### src/rtl/dcache_pkg.sv
// Shared definitions for the D-cache request-buffer controller:
// FSM state encoding, counter width and the LINE_WORDS legality check.
package dcache_pkg;

    typedef enum logic [2:0] {
        S_IDLE   = 3'd0,
        S_LOOKUP = 3'd1,
        S_WBACK  = 3'd2,
        S_RD_REQ = 3'd3,
        S_REFILL = 3'd4,
        S_UC_WR  = 3'd5,
        S_DONE   = 3'd6
    } state_e;

    localparam int unsigned PERF_W = 32;

    // Line length must be a power of two between 2 and 16 words.
    function automatic bit line_words_ok(input int unsigned n);
        return (n >= 2) && (n <= 16) && ((n & (n - 1)) == 0);
    endfunction

endpackage

### src/rtl/dcache_perf_cnt.sv
// Saturating event counter used for the D-cache hit/miss statistics.
module dcache_perf_cnt
    import dcache_pkg::*;
(
    input  logic              clk_i,
    input  logic              rst_i,
    input  logic              inc_i,
    output logic [PERF_W-1:0] cnt_o
);

    logic [PERF_W-1:0] cnt_q, cnt_d;

    always_comb begin
        cnt_d = cnt_q;
        if (inc_i && (cnt_q != '1))
            cnt_d = cnt_q + PERF_W'(1);
    end

    always_ff @(posedge clk_i) begin
        if (rst_i)
            cnt_q <= '0;
        else
            cnt_q <= cnt_d;
    end

    assign cnt_o = cnt_q;

endmodule

### src/rtl/dcache_rbuf_ctrl.sv
// D-cache request-buffer control FSM: capture, lookup, victim writeback,
// refill and uncached access. Hit/miss counters exist only with DCACHE_PERF_EN.
module dcache_rbuf_ctrl
    import dcache_pkg::*;
#(
    parameter int unsigned LINE_WORDS = 4
) (
    input  logic                          clk_i,
    input  logic                          rst_i,
    input  logic                          req_valid_i,
    output logic                          req_ready_o,
    input  logic                          req_store_i,
    input  logic                          req_uncached_i,
    input  logic                          flush_i,
    output logic                          rbuf_we_o,
    input  logic                          hit_i,
    input  logic                          victim_dirty_i,
    output logic                          mem_rd_req_o,
    input  logic                          mem_rd_ready_i,
    output logic                          mem_rd_uncached_o,
    input  logic                          mem_ret_valid_i,
    input  logic                          mem_ret_last_i,
    output logic                          mem_wr_req_o,
    input  logic                          mem_wr_ready_i,
    output logic                          refill_we_o,
    output logic [$clog2(LINE_WORDS)-1:0] refill_idx_o,
    output logic                          resp_valid_o,
    output logic                          busy_o,
    output logic [PERF_W-1:0]             perf_hit_o,
    output logic [PERF_W-1:0]             perf_miss_o
);

    localparam int unsigned IDX_W = $clog2(LINE_WORDS);

    generate
        if (!line_words_ok(LINE_WORDS)) begin : g_bad_line_words
            $error("dcache_rbuf_ctrl: LINE_WORDS must be a power of two in 2..16");
        end
    endgenerate

    state_e             state_q, state_d;
    logic [IDX_W-1:0]   cnt_q, cnt_d;
    logic               store_q, store_d;
    logic               uc_q, uc_d;

    // The controller keeps its own copy of the request kind so LOOKUP can
    // branch on it; the data half of the request lives in the buffer block.
    always_comb begin
        state_d           = state_q;
        cnt_d             = cnt_q;
        store_d           = store_q;
        uc_d              = uc_q;
        resp_valid_o      = 1'b0;
        mem_rd_req_o      = 1'b0;
        mem_rd_uncached_o = 1'b0;
        mem_wr_req_o      = 1'b0;
        refill_we_o       = 1'b0;

        req_ready_o = !flush_i && ((state_q == S_IDLE) ||
                      ((state_q == S_LOOKUP) && hit_i && !uc_q));
        rbuf_we_o   = req_valid_i && req_ready_o;

        if (rbuf_we_o) begin
            store_d = req_store_i;
            uc_d    = req_uncached_i;
        end

        case (state_q)
            S_IDLE: begin
                if (rbuf_we_o)
                    state_d = S_LOOKUP;
            end
            S_LOOKUP: begin
                if (flush_i)
                    state_d = S_IDLE;
                else if (uc_q)
                    state_d = store_q ? S_UC_WR : S_RD_REQ;
                else if (hit_i) begin
                    resp_valid_o = 1'b1;
                    state_d      = rbuf_we_o ? S_LOOKUP : S_IDLE;
                end else
                    state_d = victim_dirty_i ? S_WBACK : S_RD_REQ;
            end
            S_WBACK: begin
                mem_wr_req_o = 1'b1;
                if (mem_wr_ready_i)
                    state_d = S_RD_REQ;
            end
            S_UC_WR: begin
                mem_wr_req_o = 1'b1;
                if (mem_wr_ready_i)
                    state_d = S_DONE;
            end
            S_RD_REQ: begin
                mem_rd_req_o      = 1'b1;
                mem_rd_uncached_o = uc_q;
                cnt_d             = '0;
                if (mem_rd_ready_i)
                    state_d = S_REFILL;
            end
            S_REFILL: begin
                // Beat index wraps naturally at LINE_WORDS (power of two).
                if (mem_ret_valid_i) begin
                    refill_we_o = !uc_q;
                    cnt_d       = cnt_q + IDX_W'(1);
                    if (mem_ret_last_i)
                        state_d = S_DONE;
                end
            end
            S_DONE: begin
                resp_valid_o = 1'b1;
                state_d      = S_IDLE;
            end
            default: state_d = S_IDLE;
        endcase
    end

    always_ff @(posedge clk_i) begin
        if (rst_i) begin
            state_q <= S_IDLE;
            cnt_q   <= '0;
            store_q <= 1'b0;
            uc_q    <= 1'b0;
        end else begin
            state_q <= state_d;
            cnt_q   <= cnt_d;
            store_q <= store_d;
            uc_q    <= uc_d;
        end
    end

    assign refill_idx_o = cnt_q;
    assign busy_o       = (state_q != S_IDLE);

`ifdef DCACHE_PERF_EN
    logic lookup_cached;
    logic hit_inc, miss_inc;

    assign lookup_cached = (state_q == S_LOOKUP) && !uc_q && !flush_i;
    assign hit_inc       = lookup_cached && hit_i;
    assign miss_inc      = lookup_cached && !hit_i;

    dcache_perf_cnt u_perf_hit (
        .clk_i (clk_i),
        .rst_i (rst_i),
        .inc_i (hit_inc),
        .cnt_o (perf_hit_o)
    );

    dcache_perf_cnt u_perf_miss (
        .clk_i (clk_i),
        .rst_i (rst_i),
        .inc_i (miss_inc),
        .cnt_o (perf_miss_o)
    );
`else
    assign perf_hit_o  = '0;
    assign perf_miss_o = '0;
`endif

endmodule

### config.mk
export PLATFORM = sky130hd
export DESIGN_NAME = dcache_rbuf_ctrl
export DESIGN_NICKNAME = d
export VERILOG_FILES = /design/src/rtl/dcache_pkg.sv /design/src/rtl/dcache_perf_cnt.sv /design/src/rtl/dcache_rbuf_ctrl.sv
export SDC_FILE = /design/constraint.sdc
export NUM_CORES = 1
export LEC_CHECK = 0
export CORE_UTILIZATION = 32
export DETAILED_ROUTE_END_ITERATION = 10
export PLACE_DENSITY = 0.8
export SETUP_SLACK_MARGIN = 0.15
export SLEW_MARGIN = 15
export SYNTH_ARGS = -nofsm -noshare
export SYNTH_HDL_FRONTEND = slang
export SYNTH_SLANG_ARGS = --single-unit
### constraint.sdc
create_clock -name clk_i -period 1.6 [get_ports clk_i]
set_input_delay 0.16 -clock clk_i [delete_from_list [all_inputs] [get_ports clk_i]]
set_output_delay 0.16 -clock clk_i [all_outputs]
set_load 0.05 [all_outputs]
== Yosys cells after proc, flatten, opt, wreduce, memory -nomap -nowiden ==
Index checks and enable logic that the tools add are counted.

* Add/sub/neg operators: 1
* Equality and inequality tests: 12
* Multiplexer cells: 24
* Reductions and logical operators: 13

{| class="wikitable"
|+ Operator list
! kind !! number
|-
| 3-bit 2-to-1 mux || 9
|-
| 3-bit one-hot mux with 6 select lines || 1
|-
| 2-bit != test, second input constant || 6
|-
| 1-bit 2-to-1 mux || 10
|-
| 3-bit == test, second input constant || 3
|-
| 3-bit by 2-bit == test with 1-bit output, second input constant || 2
|-
| 6-bit AND reduction || 1
|-
| 1-bit logical AND || 4
|-
| 2-bit 2-to-1 mux || 2
|-
| 2-bit one-hot mux with 2 select lines || 1
|-
| 3-bit by 1-bit == test with 1-bit output, second input constant || 1
|-
| 3-bit zero test || 1
|-
| 3-bit nonzero test || 1
|-
| 2-bit by 1-bit adder with 2-bit output, second input constant || 1
|-
| 1-bit zero test || 2
|-
| 1-bit one-hot mux with 2 select lines || 1
|-
| 2-bit AND reduction || 1
|-
| 2-bit nonzero test || 1
|-
| 2-bit OR reduction || 1
|-
| 1-bit logical OR || 1
|}

* Bits in registers: 7
* Input bits: 12
* Output and inout bits: 74
* Logic and storage cells: 54

== Longest topological paths before layout ==
* Depth in word-level cells: 11
* Depth in mapped cells: 5
* Gate-level depth less buffers: 4

== Least setup slack after synthesis ==
OpenSTA, ideal clock, no wires.

* Path kind: flip-flop to output port
* From: reg state_q[0]
* To: out refill_we_o
* Arrival: 2,231 ps
* Required time: 1,440 ps
* Path slack: -791 ps
* Stages on the path, launching flop included: 4
* Buffers on the path: 2
* Path through: dfxtp_1 buf_2 clkbuf_1 nor4_1

* Longest elaborated chain between the ends: 2

{| class="wikitable"
|+ Ends and longest elaborated chain
! item !! line !! source
|-
| from (decl) || dcache_rbuf_ctrl.sv:41 || <nowiki>state_e state_q, state_d;</nowiki>
|-
| from (signal assigned) || dcache_rbuf_ctrl.sv:125 || <nowiki>state_q <= state_d;</nowiki>
|-
| 3-bit == test || dcache_rbuf_ctrl.sv:68 || <nowiki>case (state_q)</nowiki>
|-
| 1-bit 2-to-1 mux || dcache_rbuf_ctrl.sv:68 ||
|-
| to (decl) || dcache_rbuf_ctrl.sv:25 || <nowiki>output logic refill_we_o,</nowiki>
|}

No other way between the ends.

== Worst setup path after layout ==
* From: reg state_q[2]
* To: out rbuf_we_o

* Longest elaborated chain between the ends: 6
* Elaborated cells on any way between the ends: 7
* Classes of those cells: eq/ne (1); reduce/logical (6)

{| class="wikitable"
|+ Ends and longest elaborated chain
! item !! line !! source
|-
| 3-bit by 1-bit == test with 1-bit output || dcache_rbuf_ctrl.sv:60 || <nowiki>((state_q == S_LOOKUP) && hit_i && !uc_q));</nowiki>
|-
| 1-bit logical AND (2 in a row) || dcache_rbuf_ctrl.sv:60 ||
|-
| 1-bit logical OR (*) || dcache_rbuf_ctrl.sv:59 || <nowiki>req_ready_o = !flush_i && ((state_q == S_IDLE) ||</nowiki>
|-
| 1-bit logical AND (*) || dcache_rbuf_ctrl.sv:59 ||
|-
| 1-bit logical AND (*) || dcache_rbuf_ctrl.sv:61 || <nowiki>rbuf_we_o = req_valid_i && req_ready_o;</nowiki>
|-
| to (decl) || dcache_rbuf_ctrl.sv:15 || <nowiki>output logic rbuf_we_o,</nowiki>
|}

Every way passes the cells marked *; elsewhere a longest branch is shown, timed or not.

==> out/qor.yml <==
cts_buffer_depth: 2
power_per_cell_area_nw_per_um2: 656.7
num_rows: 20
clock_sinks: 7
synth-simple-area-share_pct: 18.45
synth.most_common_cell: "buf_4"
ys_seq_elements: 7
layout.nets: 187
place.gp.congestion: 0.8221
rsz0062_at_grt: "true"
synth_top_family_by_area: "buffers and inverters"
syn-instance-count: 137
die-area_um2: 3408
diodes: 0
drt-wirelength-per-cell_um: 9.674
ios: 86
min_path_type: "in -> reg"
cp-end-kind: "output pin"
synthMuxAreaShare_pct: 0.9840
max_freq_ghz: 0.6140
critPathLaunchType: "register"
drt_iter0_drc: 28
io_buffers: 21
layout-drive-gt1-share_pct: 31.03
overflow: 0
synth-compound-area-share_pct: 15.38
ir_drop_uv: 208.4
synth_area_leaders: "buf_4, dfxtp_1, a21oi_1, nand2_1, nand2b_1"
cp_top_family: "simple AND/OR/NAND/NOR gates"
clock_skew_ns: 0.004878
drt_pass1_iterations: 7
reg2reg_slack_ns: 0.07
p_comb_share_pct: 59.9
coreArea_um2: 3028
dieWidth_um: 58.38
drt-vias-per-instance: 3.945
cap_violations: 0
cts_buffers: 3
grt_pass1_wl_mm: 2.967
switching_power_w: 0.0005192
status: "finished with violations"
power_w: 0.0009071
setup_viol: 1
crit_type: "reg -> out"
cp_num_buf_inv: 1
hold_slack_ns: 0.4690
period_needed_ns: 1.629
yosys.area.top_type_share_pct: 47.23
grt_pass1_vias: 667
fin_crit_sh_pct: 101.8
r2r_start: "state_q[2]$_SDFFE_PP0P_"
syn_area_per_cell_um2: 7.425
postSynth.asyncResetShare_pct: 0
cts_tree: "yes"
ant_nets: 0
swShare_pct: 57.24
hold_buffers: 0
maxSlewViolCount: 0
layout_setup_ws_ns: -0.02855
drt_wl_total_mm: 2.109
antenna_found_initial: 0
intPower_w: 0.0003879
setup-tns-final_ns: -0.02855
seqPwrFrac_pct: 21.3
dp_hpwl_mm: 1.480
fp.dieH_um: 58.38
hold_violations: 0
crit_start: "state_q[2]$_SDFFE_PP0P_"
synth-adder-area-share_pct: 0
power.leakage_nw: 0.6522
synth_xor_area_share_pct: 0.8610
insertion_delay_ns: 0.27
yosysSeqAreaShare_pct: 13.78
synth_top_cell_by_area: "buf_4"
arrival_ns: 1.47
start_util_pct: 33.60
via_count: 860
crit_slowest_cell: "or4b_4"
grt_max_degree: 13
yosysWarnings: 0
worstPathCellList: "or4b_4, a21oi_4, buf_12"
synthFlopType: "dfxtp_1"
clkTransAtPathRegs_ns: 0.05
synthDistinctLibCells: 37
area_delta_synth_final_pct: 35.79
p_clk_share_pct: 18.9
htreeDepth: 1
violations: "DRC, setup timing"
gr-usage-all-layers_pct: 11.66
synthTopCellsByCount: "buf_4, nand2_1, a21oi_1"
syn_area_um2: 1017
drc: 1
cp.required_ns: 1.44
critPathMaxStageDelay_ns: 0.55
holdCritStartpoint: "req_uncached_i"
synth_edf_count: 0
cp_max_fo: 4
root_buffer: "clkbuf_4"
logic make-up after synthesis:
kind of cell / after synthesis
buffers and inverters: 71
and+or+nand+nor: 34
AOI/OAI and AO/OA: 22
DFF: 7
xor gates and xnor gates: 1
muxes: 1
other: 1
registers in the layout, indices dropped and copies added, names as in the netlist:
signal	count
store_q	1
refill_idx_o	2
uc_q	1
state_q	3
final cells by class:
type                            instances  area, um^2
Sequential cell                         7       148.9
Multi-Input combinational cell        122       701.9
Tap cell                               44       55.05
Inverter                                2       7.507
Clock buffer                            4       26.28
Timing Repair Buffer                   39       441.7
Fill cell                             291        1647
per-stage QoR:
| step | utilization [%] | instances | area (um^2) | setup slack, ns |
|---|---|---|---|---|
| after floorplan | - | 200 | 1285 | 0.01623 |
| after global placement | 39.05 | 204 | 1182 | -0.1259 |
| after detailed placement | 39.05 | 204 | 1182 | -0.1454 |
| after CTS | 43.55 | 215 | 1319 | -0.03646 |
| after global routing | 45.62 | 218 | 1381 | -0.05479 |
| final | 45.62 | 218 | 1381 | -0.02855 |
what timing repair did:
action | in CTS | in global routing
endpoints found under the hold margin | 0 | 0
resized for setup | 20 | 9
endpoints found under the setup margin | 9 | 13
pin swaps | 6 | 5
setup buffers | 7 | 3
worst register-to-register path, stage by stage, from the launching register on:
cell and delay [ns]:
dfxtp_2 0.33, or4b_4 0.55, a21oi_4 0.17, buf_4 0.14, mux2i_1 0.17, nor2_1 0.05
per-layer routing:
| layer | global-route usage (%) | routed length [um] |
|---|---|---|
| met5 | 0 | 0 |
| met4 | 6.122 | 48 |
| met3 | 4.176 | 228 |
| met2 | 20.20 | 1043 |
| met1 | 12.43 | 789 |
power by group through the flow:
stage                     registers (W)  clock network (W)  logic, W
final                          0.000193           0.000171  0.000543
after global routing           0.000195           0.000181  0.000566
after CTS                      0.000192           0.000172  0.000532
after detailed placement       0.000197                  0  0.000512
after global placement         0.000197                  0  0.000510
after floorplan                0.000199                  0  0.000541
cell usage in the layout (no fill, tap or decap), types with 3 or more instances in the layout:
cell type	count
a21oi_2	3
nand2b_1	4
nand2_1	8
nor2_1	5
a21oi_1	5
buf_4	14
conb_1	64
clkdlybuf4s50_1	10
buf_12	8
clkbuf_4	3
dfxtp_1	4
buf_6	6
final timing paths:
| kind | end | cells after the start |
|---|---|---|
| max reg2reg | store_q$_SDFFE_PP0P_ | 5 |
| min reg2reg | refill_idx_o[1]$_SDFFE_PP0P_ | 2 |
| max | rbuf_we_o | 3 |
| min | uc_q$_SDFFE_PP0P_ | 3 |
Power figures use the tool's default switching activity.
